### config.mk
export PLATFORM = sky130hd
export DESIGN_NAME = rf_wb_arbiter
export DESIGN_NICKNAME = d
export VERILOG_FILES = /design/src/rtl/rf_pkg.sv /design/src/rtl/rf_fwd_cmp.sv /design/src/rtl/rf_wb_arbiter.sv
export SDC_FILE = /design/constraint.sdc
export NUM_CORES = 1
export LEC_CHECK = 0
export CAP_MARGIN = 20
export CORE_AREA = 5 5 92 94
export DETAILED_ROUTE_END_ITERATION = 12
export DIE_AREA = 0 0 97 99
export PLACE_DENSITY_LB_ADDON = 0.05
export SLEW_MARGIN = 5
export SYNTH_ARGS = -nofsm -noshare
export SYNTH_HDL_FRONTEND = slang
export SYNTH_SLANG_ARGS = --single-unit
### constraint.sdc
create_clock -name btn -period 5.57 [get_ports btn]
set_clock_uncertainty 0.15 [all_clocks]
set_input_delay 1.671 -clock btn [delete_from_list [all_inputs] [get_ports btn]]
set_output_delay 1.671 -clock btn [all_outputs]
set_load 0.02 [all_outputs]
### src/rtl/rf_pkg.sv
// rf_pkg: shared widths, FSM state type and grant type for the writeback arbiter.
package rf_pkg;
    localparam int DATA_W_DEF = 32;
    localparam int ADDR_W_DEF = 5;
    typedef enum logic {EMPTY, FULL} state_t;
    typedef enum logic {GNT_ALU, GNT_MEM} gnt_t;
endpackage

### src/rtl/rf_fwd_cmp.sv
// rf_fwd_cmp: one forwarding compare of a read index against the pending write index.
module rf_fwd_cmp #(
    parameter int ADDR_W = 5
) (
    input  logic              vld,
    input  logic [ADDR_W-1:0] rd_idx,
    input  logic [ADDR_W-1:0] st_idx,
    output logic              hit
);
    assign hit = vld && rd_idx == st_idx && rd_idx != '0;
endmodule

### src/rtl/rf_wb_arbiter.sv
// rf_wb_arbiter: round-robin ALU/load writeback arbiter with a one-entry output stage.
// Forwarding compares are built only when RF_WB_FWD_EN is defined.
module rf_wb_arbiter
    import rf_pkg::*;
#(
    parameter int DATA_W = DATA_W_DEF,
    parameter int ADDR_W = ADDR_W_DEF
) (
    input  logic              btn,
    input  logic              Rst_n,
    input  logic              alu_valid,
    input  logic [ADDR_W-1:0] alu_idx,
    input  logic [DATA_W-1:0] alu_dat,
    output logic              alu_ready,
    input  logic              mem_valid,
    input  logic [ADDR_W-1:0] mem_idx,
    input  logic [DATA_W-1:0] mem_dat,
    output logic              mem_ready,
    input  logic              wr_hold,
    output logic [ADDR_W-1:0] regW,
    output logic [DATA_W-1:0] Wdat,
    output logic              RegWrite,
    input  logic [ADDR_W-1:0] rd_idx_a,
    input  logic [ADDR_W-1:0] rd_idx_b,
    input  logic [ADDR_W-1:0] rd_idx_c,
    output logic              fwd_hit_a,
    output logic              fwd_hit_b,
    output logic              fwd_hit_c,
    output logic [DATA_W-1:0] fwd_dat,
    output logic [15:0]       wb_cnt
);
    state_t            state_q, state_d;
    gnt_t              last_q, last_d;
    logic [ADDR_W-1:0] idx_q, idx_d, x_idx;
    logic [DATA_W-1:0] dat_q, dat_d, x_dat;
    logic [15:0]       cnt_q, cnt_d;
    logic              full, can_acc, gnt_alu, gnt_mem, xfer, load;

    // Outputs are gated by Rst_n so nothing handshakes or commits while reset is held.
    always_comb begin
        full      = Rst_n && state_q == FULL;
        RegWrite  = full && !wr_hold;
        can_acc   = Rst_n && (state_q == EMPTY || RegWrite);
        gnt_alu   = alu_valid && (!mem_valid || last_q == GNT_MEM);
        gnt_mem   = mem_valid && !gnt_alu;
        alu_ready = can_acc && gnt_alu;
        mem_ready = can_acc && gnt_mem;
        xfer      = alu_ready || mem_ready;
        x_idx     = alu_ready ? alu_idx : mem_idx;
        x_dat     = alu_ready ? alu_dat : mem_dat;
        load      = xfer && x_idx != '0;
        state_d   = load ? FULL : (RegWrite ? EMPTY : state_q);
        idx_d     = load ? x_idx : (RegWrite ? '0 : idx_q);
        dat_d     = load ? x_dat : (RegWrite ? '0 : dat_q);
        last_d    = xfer ? (alu_ready ? GNT_ALU : GNT_MEM) : last_q;
        cnt_d     = cnt_q + {15'd0, RegWrite};
        regW      = full ? idx_q : '0;
        Wdat      = full ? dat_q : '0;
        wb_cnt    = cnt_q;
    end

    always_ff @(posedge btn) begin
        if (!Rst_n) begin
            state_q <= EMPTY;
            last_q  <= GNT_MEM;
            idx_q   <= '0;
            dat_q   <= '0;
            cnt_q   <= '0;
        end else begin
            state_q <= state_d;
            last_q  <= last_d;
            idx_q   <= idx_d;
            dat_q   <= dat_d;
            cnt_q   <= cnt_d;
        end
    end

`ifdef RF_WB_FWD_EN
    rf_fwd_cmp #(.ADDR_W(ADDR_W)) u_cmp_a (.vld(full), .rd_idx(rd_idx_a), .st_idx(idx_q), .hit(fwd_hit_a));
    rf_fwd_cmp #(.ADDR_W(ADDR_W)) u_cmp_b (.vld(full), .rd_idx(rd_idx_b), .st_idx(idx_q), .hit(fwd_hit_b));
    rf_fwd_cmp #(.ADDR_W(ADDR_W)) u_cmp_c (.vld(full), .rd_idx(rd_idx_c), .st_idx(idx_q), .hit(fwd_hit_c));
    assign fwd_dat = dat_q;
`else
    logic unused_rd;
    assign unused_rd = ^{rd_idx_a, rd_idx_b, rd_idx_c};
    assign fwd_hit_a = 1'b0;
    assign fwd_hit_b = 1'b0;
    assign fwd_hit_c = 1'b0;
    assign fwd_dat   = '0;
`endif
endmodule
Word level (Yosys, flattened, before mapping)
Index checks and enable logic that the tools add are counted.
Storage, ports and cells
  output and inout bits: 91
  logic and storage cells: 34
  input bits: 94
  flip-flop bits (word level): 55
Cells by class
  mux-type cells: 11
  add/sub/neg operators: 1
  reduce and logical (&&, ||, !) cells: 16
  bitwise gates (word level): 1
Operators with widths (count)
  32-bit 2-to-1 mux: 4
  5-bit 2-to-1 mux: 4
  16-bit by 1-bit adder with 16-bit output: 1
  1-bit logical AND: 8
  5-bit nonzero test: 1
  1-bit logical NOT: 3
  1-bit logical OR: 3
  1-bit 2-to-1 mux: 3
  2-bit nonzero test: 1
  1-bit NOT: 1

Logic depth before layout (Yosys ltp)
  word-level depth: 9
  depth in mapped cells: 11
  mapped depth without buffers: 9

Worst setup path after synthesis
OpenSTA, ideal clock, no wires.
  kind: in2out
  start point: in Rst_n
  end point: out alu_ready
  stages on the path: 5
  setup slack: 1.149 ns
  buffers on the path: 2
  data arrival time: 2.600 ns
  cell sequence: a21boi_2 > nand3_1 > buf_2 > buf_2 > inv_1
On the way
  word-level cells in the longest chain between the ends: 5
Ends and longest elaborated chain
  start: declaration: line rf_wb_arbiter.sv:10  | input logic Rst_n,
  1-bit logical AND: line rf_wb_arbiter.sv:41  | full = Rst_n && state_q == FULL;
  1-bit logical AND: line rf_wb_arbiter.sv:42  | RegWrite = full && !wr_hold;
  1-bit logical OR: line rf_wb_arbiter.sv:43  | can_acc = Rst_n && (state_q == EMPTY || RegWrite);
  1-bit logical AND *: line rf_wb_arbiter.sv:43
  1-bit logical AND *: line rf_wb_arbiter.sv:46  | alu_ready = can_acc && gnt_alu;
  end: declaration: line rf_wb_arbiter.sv:14  | output logic alu_ready,
Every way passes the cells marked *; elsewhere a longest branch is shown, timed or not.

Worst setup path in the final report
  start point: in wr_hold
  end point: out alu_ready
On the way
  word-level cells in the longest chain between the ends: 5
Ends and longest elaborated chain
  start: declaration: line rf_wb_arbiter.sv:19  | input logic wr_hold,
  1-bit logical NOT: line rf_wb_arbiter.sv:42
  1-bit logical AND: line rf_wb_arbiter.sv:42
  1-bit logical OR: line rf_wb_arbiter.sv:43
  1-bit logical AND: line rf_wb_arbiter.sv:43
  1-bit logical AND: line rf_wb_arbiter.sv:46
No other way between the ends.

==> run summary <==
The run gives 38.4% as the starting utilization of the core area. In this run the tightest slew margin relative to its limit is 51.7%. The post-detailed-route wirelength per cell works out to 14.6 um.

The classification of the worst-slack hold path was reg2reg. The worst register-to-register path ends at idx_q[0]$_SDFFE_PN0P_. The kind of start point of the critical path is an input port. Summing all multi-input logic gate instances after layout gives 1560 um2. Relative to the synthesized area, the layout overhead comes to 46.9%. The worst path needs 5.00 ns of the cycle, external delays included. The total power divided by cell area works out to 207 nW/um2.

Ranked by instance count, the synthesized netlist is headed by 55 x sky130_fd_sc_hd__dfxtp_1, 42 x sky130_fd_sc_hd__and3_1, 38 x sky130_fd_sc_hd__mux2i_1. Cells with a size suffix above 1 make up 3.98% of the layout. The worst-case reg-to-reg path depth was 8.

The number of antenna violations at the first check in global routing is 0, and the power share of the clock group is 26.3%. Worst-case clock buffer depth: 2. Counting every sink on the clock net gives 55.

In this run the critical register-to-register path is launched from state_q$_SDFFE_PN0P_. The register-to-register setup slack was 2.15 ns. Sequential power share: 50.0%. For this run, the top clock speed supported by timing is 200 MHz.

The number of instances in the synthesized netlist is 302. The number of global-route vias before repair was 2,504; the peak fanout along the critical path was 5. Entering global routing, the biggest net connects 38 pins. The hold-critical path depth was 1. The insertion delay to the later sink of the worst-skew pair was 0.32 ns.

The cell that appears most often on the critical path is sky130_fd_sc_hd__clkdlybuf4s50_1. Cell at the root of the clock tree: sky130_fd_sc_hd__clkbuf_8. IR analysis of the VDD net gives a maximum drop of 0.000101 V. After synthesis, the mean cell area works out to 9.63 um2. The end point of the worst hold path was idx_q[3]$_SDFFE_PN0P_. The most used flip-flop cell after synthesis is sky130_fd_sc_hd__dfxtp_1.

Together, buffers and inverters on the worst path number 3. The tools report the number of setup buffers added after CTS as 0. Measured along the y axis, the die boundary spans 99 um. The cell type with the highest aggregate area in the netlist is sky130_fd_sc_hd__dfxtp_1. The first global-routing pass estimated 12.2 mm of wire.

Walking the worst path, the cells encountered are clkdlybuf4s50_1, a21boi_2, nand3_2, inv_1, clkdlybuf4s50_1. The logs give 0 for the total inserted antenna cells and 9600 um2 for the overall die area. At the end of the flow, the number of nets in the layout was 522. The floorplan step set the die width to 97 um. Number of H-tree levels: 2. The run finished with clean final reports.

After layout, the worst path uses 89.7% of the clock period. The floorplan step defined a core boundary enclosing 7570 um2. Sequential elements use 37.8% of the synthesized area. In the post-route analysis, the smallest setup slack over all paths is 0.573 ns. For the final routed database, the setup TNS stands at 0 ns. The post-synthesis instance area is 2910 um2.

Buffers inserted to repair hold after CTS numbered 0. STA classifies the critical path endpoint as an output pin. The post-cts sizing count is 0. Across the run, the number of max-cap violations was 0. The count of port buffers added during placement came out at 134. The run gives 3.18 ns as the worst endpoint data arrival time. Yosys synthesis warning count: 0. The worst hold path begins at idx_q[3]$_SDFFE_PN0P_. For the switching power, the log shows 0.000258 W. For this design, the slowest cell found on the critical path is sky130_fd_sc_hd__clkdlybuf4s50_1.

For the total of endpoints with negative setup slack in the final report, the log shows 0. The total via count in the routed design was 2,515; the filler cell count was 710. Using the TritonRoute via totals, the vias-per-cell ratio works out to 4.75. Grouping stages by cell kind, the critical path spends the most delay in buffers and inverters. At the worst endpoint, the required time is 3.75 ns. By area the synthesized netlist is led by sky130_fd_sc_hd__dfxtp_1 38%, sky130_fd_sc_hd__mux2i_1 13%, sky130_fd_sc_hd__o2bb2ai_1 11%. Number of different library cells in the post-synthesis netlist: 32. The analysis attributes to cell leakage a power of 1.94 nW.

The number of hold violations in the final report is 0, and the transition time at the pin with the least slew margin is 0.725 ns. The tools report the number of DRC markers in iteration 0 as 49. The max-slew violation count is 0, and the detailed-route DRC error count is 0. Combinational logic is responsible for 23.7% of the overall power. Global routing used 15.2% of the available tracks. The detail route stage leaves a number of antenna-violating nets equal to 0. Routability-driven placement congestion ratio: 0.713.

Summing all flip-flop and latch instances after layout gives 1100 um2. The type of the worst setup path is in2out. Final hold analysis gives a worst-case slack of 0.313 ns. Dominant cell by count in the synthesized netlist: sky130_fd_sc_hd__dfxtp_1. TritonCTS built the clock tree. Row generation in the floorplan step produced 32 rows.

Wires add up to 7.71 mm. Clock tree synthesis inserted a total of 5 buffers. In this run the count of I/O pins placed on the die edge is 185. Clock transition at the registers of the reported paths: 0.10 ns. The first TritonRoute pass finished after 4 iterations. Of the total power, the share spent switching nets is 29.3%. The synthesis-stage register bit count was 55; the half-perimeter wire length after placement was 5.85 mm. The top-area cell type share of the netlist area came out at 37.8%.

The largest single stage delay on the critical path is 0.61 ns. The number of enable flip-flop cells after synthesis came out at 0. Worst setup slack before clock tree synthesis: 0.554 ns. Cell internal power was estimated by the tool at 0.000624 W. Global routing finished with a remaining overflow of 0. Setup repair after global routing left no endpoint under its margin. After synthesis, the share of flip-flops with an asynchronous set or reset is 0%.
-- area by class of cell --
type / count / area share, %
clock buffers: 5 / 1.61
clock inverters: 3 / 0.673
inverters: 1 / 0.0878
multi-input cells: 224 / 36.4
flip-flops and latches: 55 / 25.8
well taps: 102 / 2.99
repair buffers: 139 / 32.4
-- worst reg2reg max path, cell delays in order (launching register included) --
cell and delay (ns):
sky130_fd_sc_hd__dfxtp_1 0.69, sky130_fd_sc_hd__buf_4 0.35, sky130_fd_sc_hd__a21boi_2 0.11, sky130_fd_sc_hd__nand3_2 0.09, sky130_fd_sc_hd__buf_4 0.51, sky130_fd_sc_hd__mux2_4 0.29, sky130_fd_sc_hd__a41o_1 0.64, sky130_fd_sc_hd__buf_4 0.36
sky130_fd_sc_hd__o2bb2ai_1 0.15
-- flip-flops by register name, summed over array words and instances, names as in the netlist --
signal   cells
last_q       1
state_q      1
idx_q        5
wb_cnt      16
dat_q       32
-- kinds of logic (layout without fill, tap and decap cells) --
group / Yosys count / in the layout / synth area share [%]
AO/OA/AOI/OAI: 52 / 52 / 14.5
XOR/XNOR: 9 / 9 / 2.71
adder cells (fa/ha/maj): 2 / 2 / 0.860
buffers and inverters: 57 / 148 / 13.2
flip-flops: 55 / 55 / 37.8
multiplexers: 39 / 39 / 13.6
other: 1 / 35 / 0.129
AND/OR/NAND/NOR: 87 / 87 / 17.1
-- worst max path at each step --
| stage | endpoint | cells after the start | start | slack, ns |
|---|---|---|---|---|
| 3_5_place_dp | alu_ready | 5 | wr_hold | 0.55 |
| 6_report | alu_ready | 5 | wr_hold | 0.57 |
| 3_3_place_gp | alu_ready | 5 | wr_hold | 0.56 |
| 5_1_grt | alu_ready | 5 | wr_hold | 0.51 |
| 2_1_floorplan | alu_ready | 5 | Rst_n | 1.15 |
| 4_1_cts | alu_ready | 5 | wr_hold | 0.55 |
-- cell usage in the layout, fill, tap and decap left out --
cell | netlist | layout
sky130_fd_sc_hd__o2bb2ai_1 | 36 | 36
sky130_fd_sc_hd__a21o_1 | 1 | 1
sky130_fd_sc_hd__nor2b_1 | 1 | 1
sky130_fd_sc_hd__nand3_2 | 0 | 1
sky130_fd_sc_hd__xor2_1 | 3 | 3
sky130_fd_sc_hd__a21boi_2 | 1 | 1
sky130_fd_sc_hd__o21ai_0 | 6 | 6
sky130_fd_sc_hd__and2_1 | 10 | 10
sky130_fd_sc_hd__xnor2_1 | 6 | 6
sky130_fd_sc_hd__nor4_1 | 2 | 2
sky130_fd_sc_hd__nand4_1 | 1 | 1
sky130_fd_sc_hd__nand2b_1 | 3 | 3
sky130_fd_sc_hd__conb_1 | 1 | 35
sky130_fd_sc_hd__clkinv_4 | 0 | 2
sky130_fd_sc_hd__clkdlybuf4s50_1 | 0 | 133
sky130_fd_sc_hd__buf_12 | 0 | 1
sky130_fd_sc_hd__mux2_4 | 1 | 1
sky130_fd_sc_hd__inv_8 | 0 | 1
sky130_fd_sc_hd__dfxtp_1 | 55 | 55
sky130_fd_sc_hd__or3_1 | 4 | 4
sky130_fd_sc_hd__nor3_1 | 2 | 2
sky130_fd_sc_hd__inv_1 | 1 | 1
sky130_fd_sc_hd__mux2i_1 | 38 | 38
sky130_fd_sc_hd__o21ai_1 | 1 | 1
sky130_fd_sc_hd__o2111ai_1 | 1 | 1
sky130_fd_sc_hd__and3_1 | 42 | 42
sky130_fd_sc_hd__nand2_1 | 12 | 12
sky130_fd_sc_hd__buf_4 | 35 | 4
sky130_fd_sc_hd__a21oi_1 | 1 | 1
sky130_fd_sc_hd__nand3_1 | 9 | 8
sky130_fd_sc_hd__clkbuf_8 | 0 | 5
sky130_fd_sc_hd__buf_2 | 7 | 1
sky130_fd_sc_hd__a21boi_0 | 4 | 4
sky130_fd_sc_hd__ha_1 | 2 | 2
sky130_fd_sc_hd__nor2_1 | 1 | 1
sky130_fd_sc_hd__a41o_1 | 1 | 1
-- power groups by stage --
stage	sequential, W	combinational [W]	clock, W
finish	0.000442	0.000209	0.000232
global route	0.000446	0.000226	0.000257
CTS	0.000442	0.000211	0.000240
detailed placement	0.000450	0.000211	0
global placement	0.000449	0.000209	0
floorplan	0.000444	0.000138	0
-- per-stage QoR --
step,instances,instance area (um2),util (%),power [W]
2_1_floorplan,336,3040,-,0.000582
3_5_place_dp,521,4180,55.2,0.000661
4_1_cts,529,4270,56.5,0.000894
5_1_grt,529,4270,56.5,0.000929
3_3_place_gp,521,4180,55.2,0.000659
6_report,529,4270,56.5,0.000883
-- per-layer routing --
layer	global-route usage (%)	vias up	share of wire, %
li1	-	1270	-
met1	17.9	1142	42
met2	26.5	96	50
met3	5.52	7	8.2
met4	3.24	0	0.69
met5	0	-	0
Power figures use the tool's default switching activity.
